==> src/rtl/noc_pkg.sv <==
// Shared tree-NoC types: flit layout and the decoder/merge source-select encoding.
package noc_pkg;

  localparam int unsigned FLIT_W   = 9;
  localparam int unsigned ADDR_MSB = 8;
  localparam int unsigned ADDR_LSB = 5;

  typedef logic [FLIT_W-1:0] flit_t;

  // Same encoding as the decoder's select side-channel.
  typedef logic src_t;
  localparam src_t SrcIn0 = 1'b0;
  localparam src_t SrcIn1 = 1'b1;

  function automatic logic [ADDR_MSB-ADDR_LSB:0] flit_addr(input flit_t flit);
    return flit[ADDR_MSB:ADDR_LSB];
  endfunction

endpackage

==> src/rtl/noc_flit_fifo.sv <==
// Synchronous flit FIFO with occupancy count; storage is cleared on reset so the
// head reads as zero while empty after reset.
module noc_flit_fifo #(
  parameter int unsigned Width = 10,
  parameter int unsigned Depth = 2
) (
  input  logic                       clk_i,
  input  logic                       rst_ni,
  input  logic                       push_i,
  input  logic [Width-1:0]           wdata_i,
  input  logic                       pop_i,
  output logic [Width-1:0]           rdata_o,
  output logic                       empty_o,
  output logic                       full_o,
  output logic [$clog2(Depth+1)-1:0] count_o
);

  localparam int unsigned PtrW = $clog2(Depth);
  localparam int unsigned CntW = $clog2(Depth + 1);
  localparam logic [CntW-1:0] DepthCnt = CntW'(Depth);

  logic [Width-1:0] mem_q [Depth];
  logic [PtrW-1:0]  wptr_q, rptr_q;
  logic [CntW-1:0]  count_q, count_d;
  logic             push_ok, pop_ok;

  assign push_ok = push_i & ~full_o;
  assign pop_ok  = pop_i & ~empty_o;

  always_comb begin
    count_d = count_q;
    case ({push_ok, pop_ok})
      2'b10:   count_d = count_q + 1'b1;
      2'b01:   count_d = count_q - 1'b1;
      default: count_d = count_q;
    endcase
  end

  // Depth is a power of two, so pointer overflow is the modulo wrap.
  always_ff @(posedge clk_i or negedge rst_ni) begin
    if (!rst_ni) begin
      wptr_q  <= '0;
      rptr_q  <= '0;
      count_q <= '0;
      for (int unsigned i = 0; i < Depth; i++) begin
        mem_q[i] <= '0;
      end
    end else begin
      if (push_ok) begin
        mem_q[wptr_q] <= wdata_i;
        wptr_q        <= wptr_q + 1'b1;
      end
      if (pop_ok) begin
        rptr_q <= rptr_q + 1'b1;
      end
      count_q <= count_d;
    end
  end

  assign rdata_o = mem_q[rptr_q];
  assign empty_o = (count_q == '0);
  assign full_o  = (count_q == DepthCnt);
  assign count_o = count_q;

`ifndef SYNTHESIS
  a_no_push_when_full: assert property (@(posedge clk_i) disable iff (!rst_ni)
    !(push_i && full_o));
`endif

endmodule

==> src/rtl/noc_merge2.sv <==
// 2-to-1 round-robin merge into a small output FIFO; each buffered flit carries the
// index of the input it arrived on.
module noc_merge2
  import noc_pkg::*;
#(
  parameter int unsigned W     = FLIT_W,
  parameter int unsigned DEPTH = 2
) (
  input  logic                       clk,
  input  logic                       rst_n,
  input  logic [W-1:0]               in0_data,
  input  logic                       in0_valid,
  output logic                       in0_ready,
  input  logic [W-1:0]               in1_data,
  input  logic                       in1_valid,
  output logic                       in1_ready,
  output logic [W-1:0]               out_data,
  output logic                       out_valid,
  input  logic                       out_ready,
  output logic                       out_src,
  output logic [$clog2(DEPTH+1)-1:0] count
);

  localparam int unsigned CntW = $clog2(DEPTH + 1);

  src_t         rr_q, rr_d;
  logic         grant0, grant1;
  logic         acc0, acc1;
  logic         full, empty;
  logic         push, pop;
  src_t         push_src;
  logic [W:0]   fifo_wdata, fifo_rdata;

  assign grant0 = in0_valid & (~in1_valid | (rr_q == SrcIn0));
  assign grant1 = in1_valid & (~in0_valid | (rr_q == SrcIn1));

  // A full FIFO blocks both inputs even when it is being popped this cycle.
  assign acc0 = grant0 & ~full;
  assign acc1 = grant1 & ~full;

  assign in0_ready = rst_n & acc0;
  assign in1_ready = rst_n & acc1;

  assign push       = acc0 | acc1;
  assign push_src   = acc1 ? SrcIn1 : SrcIn0;
  assign fifo_wdata = {push_src, (acc1 ? in1_data : in0_data)};
  assign pop        = ~empty & out_ready;

  always_comb begin
    rr_d = rr_q;
    if (acc0) begin
      rr_d = SrcIn1;
    end else if (acc1) begin
      rr_d = SrcIn0;
    end
  end

  always_ff @(posedge clk or negedge rst_n) begin
    if (!rst_n) begin
      rr_q <= SrcIn0;
    end else begin
      rr_q <= rr_d;
    end
  end

  noc_flit_fifo #(
    .Width (W + 1),
    .Depth (DEPTH)
  ) u_fifo (
    .clk_i   (clk),
    .rst_ni  (rst_n),
    .push_i  (push),
    .wdata_i (fifo_wdata),
    .pop_i   (pop),
    .rdata_o (fifo_rdata),
    .empty_o (empty),
    .full_o  (full),
    .count_o (count)
  );

  assign out_valid = ~empty;
  assign out_src   = fifo_rdata[W];
  assign out_data  = fifo_rdata[W-1:0];

`ifndef SYNTHESIS
  a_one_ready: assert property (@(posedge clk) disable iff (!rst_n)
    !(in0_ready && in1_ready));
  a_count_bound: assert property (@(posedge clk) disable iff (!rst_n)
    count <= CntW'(DEPTH));
`endif

endmodule
==> config.mk <==
export PLATFORM = sky130hd
export DESIGN_NAME = noc_merge2
export DESIGN_NICKNAME = d
export VERILOG_FILES = /design/src/rtl/noc_pkg.sv /design/src/rtl/noc_flit_fifo.sv /design/src/rtl/noc_merge2.sv
export SDC_FILE = /design/constraint.sdc
export NUM_CORES = 1
export LEC_CHECK = 0
export ABC_AREA = 1
export CORE_MARGIN = 5
export CORE_UTILIZATION = 48
export CTS_BUF_LIST = sky130_fd_sc_hd__clkbuf_4 sky130_fd_sc_hd__clkbuf_8 sky130_fd_sc_hd__clkbuf_16
export DETAILED_ROUTE_END_ITERATION = 16
export HOLD_SLACK_MARGIN = 0.12
export PLACE_DENSITY = 0.9
export SKIP_LAST_GASP = 1
export SLEW_MARGIN = 10
export SYNTH_ARGS = -nofsm -noshare
export SYNTH_HDL_FRONTEND = slang
export SYNTH_HIERARCHICAL = 1
export SYNTH_SLANG_ARGS = --single-unit
==> constraint.sdc <==
create_clock -name clk -period 2.06 [get_ports clk]
set_input_delay 0.412 -clock clk [delete_from_list [all_inputs] [get_ports clk]]
set_output_delay 0.412 -clock clk [all_outputs]
set_load 0.005 [all_outputs]
# Word-level counts from Yosys, hierarchy flattened
# Index checks and enable logic that the tools add are counted.
[totals]
wordCells = 50
out_inout_bits = 15
in_bits = 23
reg_bits = 25
[classes]
bitwise = 19
order_cmp = 3
muxes = 11
n_addsub = 4
n_eq_ne = 3
reduce_logical = 4
[ops]
columns = ["op", "n"]
rows = [
  ["10-bit two-way mux", 4],
  ["20-bit bitwise mux", 1],
  ["10-bit demux with 1-bit select", 1],
  ["1-bit AND", 9],
  ["9-bit two-way mux", 1],
  ["1-bit inverter", 5],
  ["2-bit == test, second input constant", 2],
  ["2-bit >= comparator, second input constant", 2],
  ["1-bit inverter with 2-bit output", 2],
  ["2-bit case mux with 2 select lines", 1],
  ["2-bit nonzero test", 2],
  ["1-bit two-way mux", 3],
  ["1-bit bitwise OR", 3],
  ["1-bit adder, second input constant", 2],
  ["2-bit by 1-bit adder with 2-bit output, second input constant", 1],
  ["2-bit by 1-bit == test with 1-bit output, second input constant", 1],
  ["2-bit zero test", 1],
  ["2-bit by 1-bit < comparator with 1-bit output, second input constant", 1],
  ["2-bit by 1-bit subtractor with 2-bit output, second input constant", 1],
  ["1-bit logical AND", 1],
]

# Depth between registers and ports, before layout
[logic_depth]
ltp_word = 8
ltp_mapped = 14
ltp_nobuf = 13

# By module
# The synthesis kept the hierarchy.
[by_module_without_submodules]
columns = ["mod", "cells_per_inst", "seq_area_each_um2", "area_per_inst_um2", "n_inst"]
rows = [
  ["noc_flit_fifo", 151, 600.6, 1217.4, 1],
  ["noc_merge2", 49, 25.0, 252.7, 1],
]

# Worst setup path before layout
# Ideal clock, no wire load.
[synth_path]
path_kind = "reg2reg"
startpoint = "register u_fifo.count_q[0] (netlist: u_fifo/count_o[0])"
endpoint = "register u_fifo.count_q[1] (netlist: u_fifo/count_o[1])"
path_buffers = 1
stages_incl_launch_ff = 14
required_ns = 1.943
setup_slack_ns = 0.116
setup_time_ns = 0.117
period_less_slack_ns = 1.944
arrival_time_ns = 1.827
path_cell_list = "dfrtp_1 > inv_2 > nand2_4 > buf_4 > inv_1 > inv_1 > nand2_1 > nand2_1 > nand2_1 > ha_1 > inv_1 > nand3_1 > nand2_1 > nand2_1"
[synth_via]
elab_chain_len = 7
elab_cells_between_ends = 16
cone_classes = "add/sub (2); eq/ne (3); mux (1); bitwise (8); reduce/logical (2)"
[synth_lines]
columns = ["item", "line", "text"]
rows = [
  ["from (decl)", "noc_flit_fifo.sv:24", "logic [CntW-1:0] count_q, count_d;"],
  ["from (signal assigned)", "noc_flit_fifo.sv:56", "count_q <= count_d;"],
  ["2-bit == test (*)", "noc_flit_fifo.sv:62", "assign full_o = (count_q == DepthCnt);"],
  ["named net full", "noc_merge2.sv:29", "logic full, empty;"],
  ["1-bit inverter (*)", "noc_merge2.sv:38, noc_merge2.sv:39", ""],
  ["1-bit AND (on tied branches)", "noc_merge2.sv:38, noc_merge2.sv:39", ""],
  ["1-bit bitwise OR (*)", "noc_merge2.sv:44", "assign push = acc0 | acc1;"],
  ["named net push", "noc_merge2.sv:30", "logic push, pop;"],
  ["1-bit AND (*)", "noc_flit_fifo.sv:27", "assign push_ok = push_i & ~full_o;"],
  ["2-bit by 1-bit == test with 1-bit output or 2-bit == test (tied branches)", "noc_flit_fifo.sv:32", "case ({push_ok, pop_ok})"],
  ["2-bit case mux with 2 select lines or 2-bit nonzero test (tied branches)", "-", ""],
]
# The timed path passes the listed nets; every way through them passes the cells marked *.
# A chain may end at the register's enable or synchronous reset.

# Worst setup path in the final report
[layout_path]
startpoint = "register u_fifo.rptr_q"
endpoint = "output port out_data[8]"
[layout_via]
elab_chain_len = 4
[layout_lines]
columns = ["item", "line", "text"]
rows = [
  ["from (decl)", "noc_flit_fifo.sv:23", "logic [PtrW-1:0] wptr_q, rptr_q;"],
  ["from (signal assigned)", "noc_flit_fifo.sv:54", "rptr_q <= rptr_q + 1'b1;"],
  ["1-bit inverter with 2-bit output (implied by the code)", "noc_flit_fifo.sv:60", "assign rdata_o = mem_q[rptr_q];"],
  ["10-bit two-way mux (implied by the code) (3 in series)", "noc_flit_fifo.sv:60", ""],
  ["to (decl)", "noc_merge2.sv:17", "output logic [W-1:0] out_data,"],
]
# Every way passes these cells. The select of a mux whose other input is x is not followed.

==> metrics <==
iteration count of the initial detailed-routing pass=4; number of buffers created by CTS=3; Worst Setup Start Kind=register; prevailing post-synth register cell=sky130_fd_sc_hd__dfrtp_1; global-route congestion overflow total=0; Routability Congestion=0.7570; unrepaired setup endpoints after global routing=true; Register-to-Register Path Depth=9; Yosys top cell area share=0.4255; clock root buffer=sky130_fd_sc_hd__clkbuf_4; share of the yosys chip area belonging to registers=0.4255; count of synthesis-stage warnings from yosys=6; number of flops mapped to enable cells by yosys=0; distinct cell type count after synthesis=18; share of synthesized flip-flops with an asynchronous set or reset=1.000; final critical path time including I/O delays and setup=1998 ps; cell count after synthesis=200; Crit. End Element=output pin; clock tree sinks=25; net count after synthesis=224; leakage component of the power=1.053 nW; measured slew at the worst slew-check pin=455.9 ps; most frequent cells after synthesis=sky130_fd_sc_hd__nand2_1, sky130_fd_sc_hd__dfrtp_1, sky130_fd_sc_hd__nand4_1, sky130_fd_sc_hd__inv_1, sky130_fd_sc_hd__nand3_1; maximum root-to-sink buffer count=2; wire length of the first global-routing pass=6168 µm; detailed placement HPWL=2508 µm; maximum resistive drop on vdd=0.8844 mV; start point of the worst hold path=u_fifo/mem_q[0]; via density per instance=5.310; dominant cell by count in the synthesized netlist=sky130_fd_sc_hd__nand2_1; Post-Route Skew=16.14 ps; net switching share of the total power=0.4406; maximum number of pins on one net before global-route repair=26; area share of and/or/nand/nor cells after synthesis=0.4587; Final Routed Wirelength=3713 µm; area delta synth->final=29.36%; R2R setup slack=340 ps; width of the die=65.34 µm; Post-Layout Cell Count=274; launching point of the worst reg2reg path=u_fifo/count_o[1]; post-detailed-placement cell area=0.001846 mm²; net count reported at finish=266; largest area contributor in the synthesized netlist=sky130_fd_sc_hd__dfrtp_1; total count of hold-check failures in the final report=0; later-pin clock latency in the skew report=330 ps; IO Port Bufs=37; Boundary Pins=38; total internal power=1.550 mW; share of total power in the clock network=0.087; synthesized-area fraction occupied by adder cells=0.008511; fraction of layout cells with a size suffix above 1=0.1037; number of vias after detailed routing=1455; Total Power=2.771 mW; Max Clock Freq=500.4 MHz; TritonCTS clock tree=yes; total routing resource utilization after global routing=0.1844; Gate power share=0.592; headroom to the max-slew limit=0.6960; worst hold path stage count=2; cell area after technology mapping=0.001470 mm²; num rows=20; fin util=0.6333; synthesized area divided by synthesized cell count=7.351 µm²; xor and xnor area share after synthesis=0.005957; starting density of the core=0.4896; Clock Pin Slew Worst Setup and Hold Paths=130 ps; path type of the worst setup path=register to output pin; status=finished, final reports clean; synthesis-stage register bit count=25; max-capacitance violation count=0; required time of the critical path=1650 ps; endpoint of the worst register-to-register path=u_fifo/count_o[1]; worst-case hold path end point=u_fifo/mem_q[0]; initial DRC count=70; number of failing setup endpoints in the final timing report=0; deepest level of the CTS H-tree=1; complex-gate fraction of the synthesized area=0; placed cell count=267; final hold slack=486.9 ps; Area contributors post-synth=sky130_fd_sc_hd__dfrtp_1, sky130_fd_sc_hd__nand2_1, sky130_fd_sc_hd__nand4_1; area of the die=0.004269 mm²; share of synthesized area spent on multiplexers=0; post-route cell area=0.001902 mm²; net switching power=1.221 mW; part of the power in registers=0.321; number of antenna violations at the first check in global routing=0; placeable core region=0.003003 mm²; combinational family with the most area after synthesis=simple AND/OR/NAND/NOR gates; count of antenna-violating nets left after detailed routing=0; Die Y-Extent=65.34 µm; power per unit of standard cell area=1457 mW/mm²; vias in the first global route=1338; Slew Viols, Final=0; fin crit share=0.9700; hold crit path type=register to register; final antenna diode count=0; critical path peak fanout=11; post-route DRC violation count=0; Crit path arrival time=1590 ps; routed length per instance=13.55 µm
-- state kept, by name (all words and copies together), names as in the netlist --
signal          flops
u_fifo/mem_q       20
u_fifo/rptr_q       1
rr_q                1
u_fifo/wptr_q       1
u_fifo/count_o      2
-- layout make-up --
type | instances | area [µm²]
timing repair buffer | 47 | 445.4
clock buffer | 4 | 30.03
sequential | 25 | 625.6
inverter | 16 | 63.81
multi-input combinational | 149 | 695.7
fill | 289 | 1101
tap | 33 | 41.29
-- placed cells by master (no fill, tap or decap) --
cell,count
sky130_fd_sc_hd__nand3_2,1
sky130_fd_sc_hd__inv_2,4
sky130_fd_sc_hd__dlygate4sd2_1,2
sky130_fd_sc_hd__clkinvlp_4,1
sky130_fd_sc_hd__nand3_1,13
sky130_fd_sc_hd__nor2_8,1
sky130_fd_sc_hd__nand3_4,1
sky130_fd_sc_hd__dfrtp_1,25
sky130_fd_sc_hd__nand2_4,2
sky130_fd_sc_hd__nor2_1,3
sky130_fd_sc_hd__ha_1,1
sky130_fd_sc_hd__nand4_1,21
sky130_fd_sc_hd__xnor2_1,1
sky130_fd_sc_hd__clkbuf_4,4
sky130_fd_sc_hd__clkdlybuf4s50_1,34
sky130_fd_sc_hd__buf_4,10
sky130_fd_sc_hd__inv_1,11
sky130_fd_sc_hd__nand2_1,104
sky130_fd_sc_hd__nand2_2,1
sky130_fd_sc_hd__dlymetal6s2s_1,1
-- routing by layer --
metal / global-route usage / wire length, µm / part of all wire
met2: 0.3123 / 1802 / 0.49
met3: 0.03077 / 334 / 0.090
met4: 0.04922 / 16 / 0.0043
met1: 0.2437 / 1559 / 0.42
met5: 0 / 0 / 0
-- kinds of logic after synthesis --
kind of cell	after synthesis
flops	25
fa+ha+maj	1
simple gates	147
buf+inv	26
xor+xnor	1
-- worst max-delay path by stage --
stage / startpoint / end / slack [ps] / depth (start not counted)
finish: u_fifo/rptr_q / out_data[8] / 60 / 4
global route: u_fifo/rptr_q / out_data[2] / -30 / 4
CTS: u_fifo/count_o[1] / in0_ready / -10 / 6
detailed placement: in1_valid / in1_ready / -90 / 6
global placement: in1_valid / in1_ready / -70 / 6
floorplan: u_fifo/count_o[0] / u_fifo/count_o[1] / 120 / 13
-- through the flow --
step / TNS (ps) / setup WS (ps)
after floorplan: 0 / 116.1
after global placement: -72.66 / -72.66
after detailed placement: -90.18 / -90.18
after CTS: -14.12 / -14.12
after global routing: -67.99 / -25.49
final: 0 / 61.78
-- critical path, cell delays in order (launching register included) --
cell and delay [ps]:
sky130_fd_sc_hd__dfrtp_1 420, sky130_fd_sc_hd__clkinvlp_4 240, sky130_fd_sc_hd__nand2_1 120, sky130_fd_sc_hd__nand2_1 50, sky130_fd_sc_hd__clkdlybuf4s50_1 450
-- repair_timing --
action                     4_1_cts  5_1_grt
hold buffers                     0        0
pin swaps                        0        0
hold endpoints to repair         0        0
buffers inserted                 2        1
gates resized for setup          5        1
setup endpoints to repair       12        6
-- power groups by stage --
stage / clock network, mW / logic (mW) / registers (mW)
after floorplan: 0 / 1.06 / 0.853
after global placement: 0 / 1.53 / 0.894
after detailed placement: 0 / 1.57 / 0.903
after CTS: 0.240 / 1.62 / 0.887
after global routing: 0.267 / 1.82 / 0.919
final: 0.241 / 1.64 / 0.890
Power figures use the tool's default switching activity.
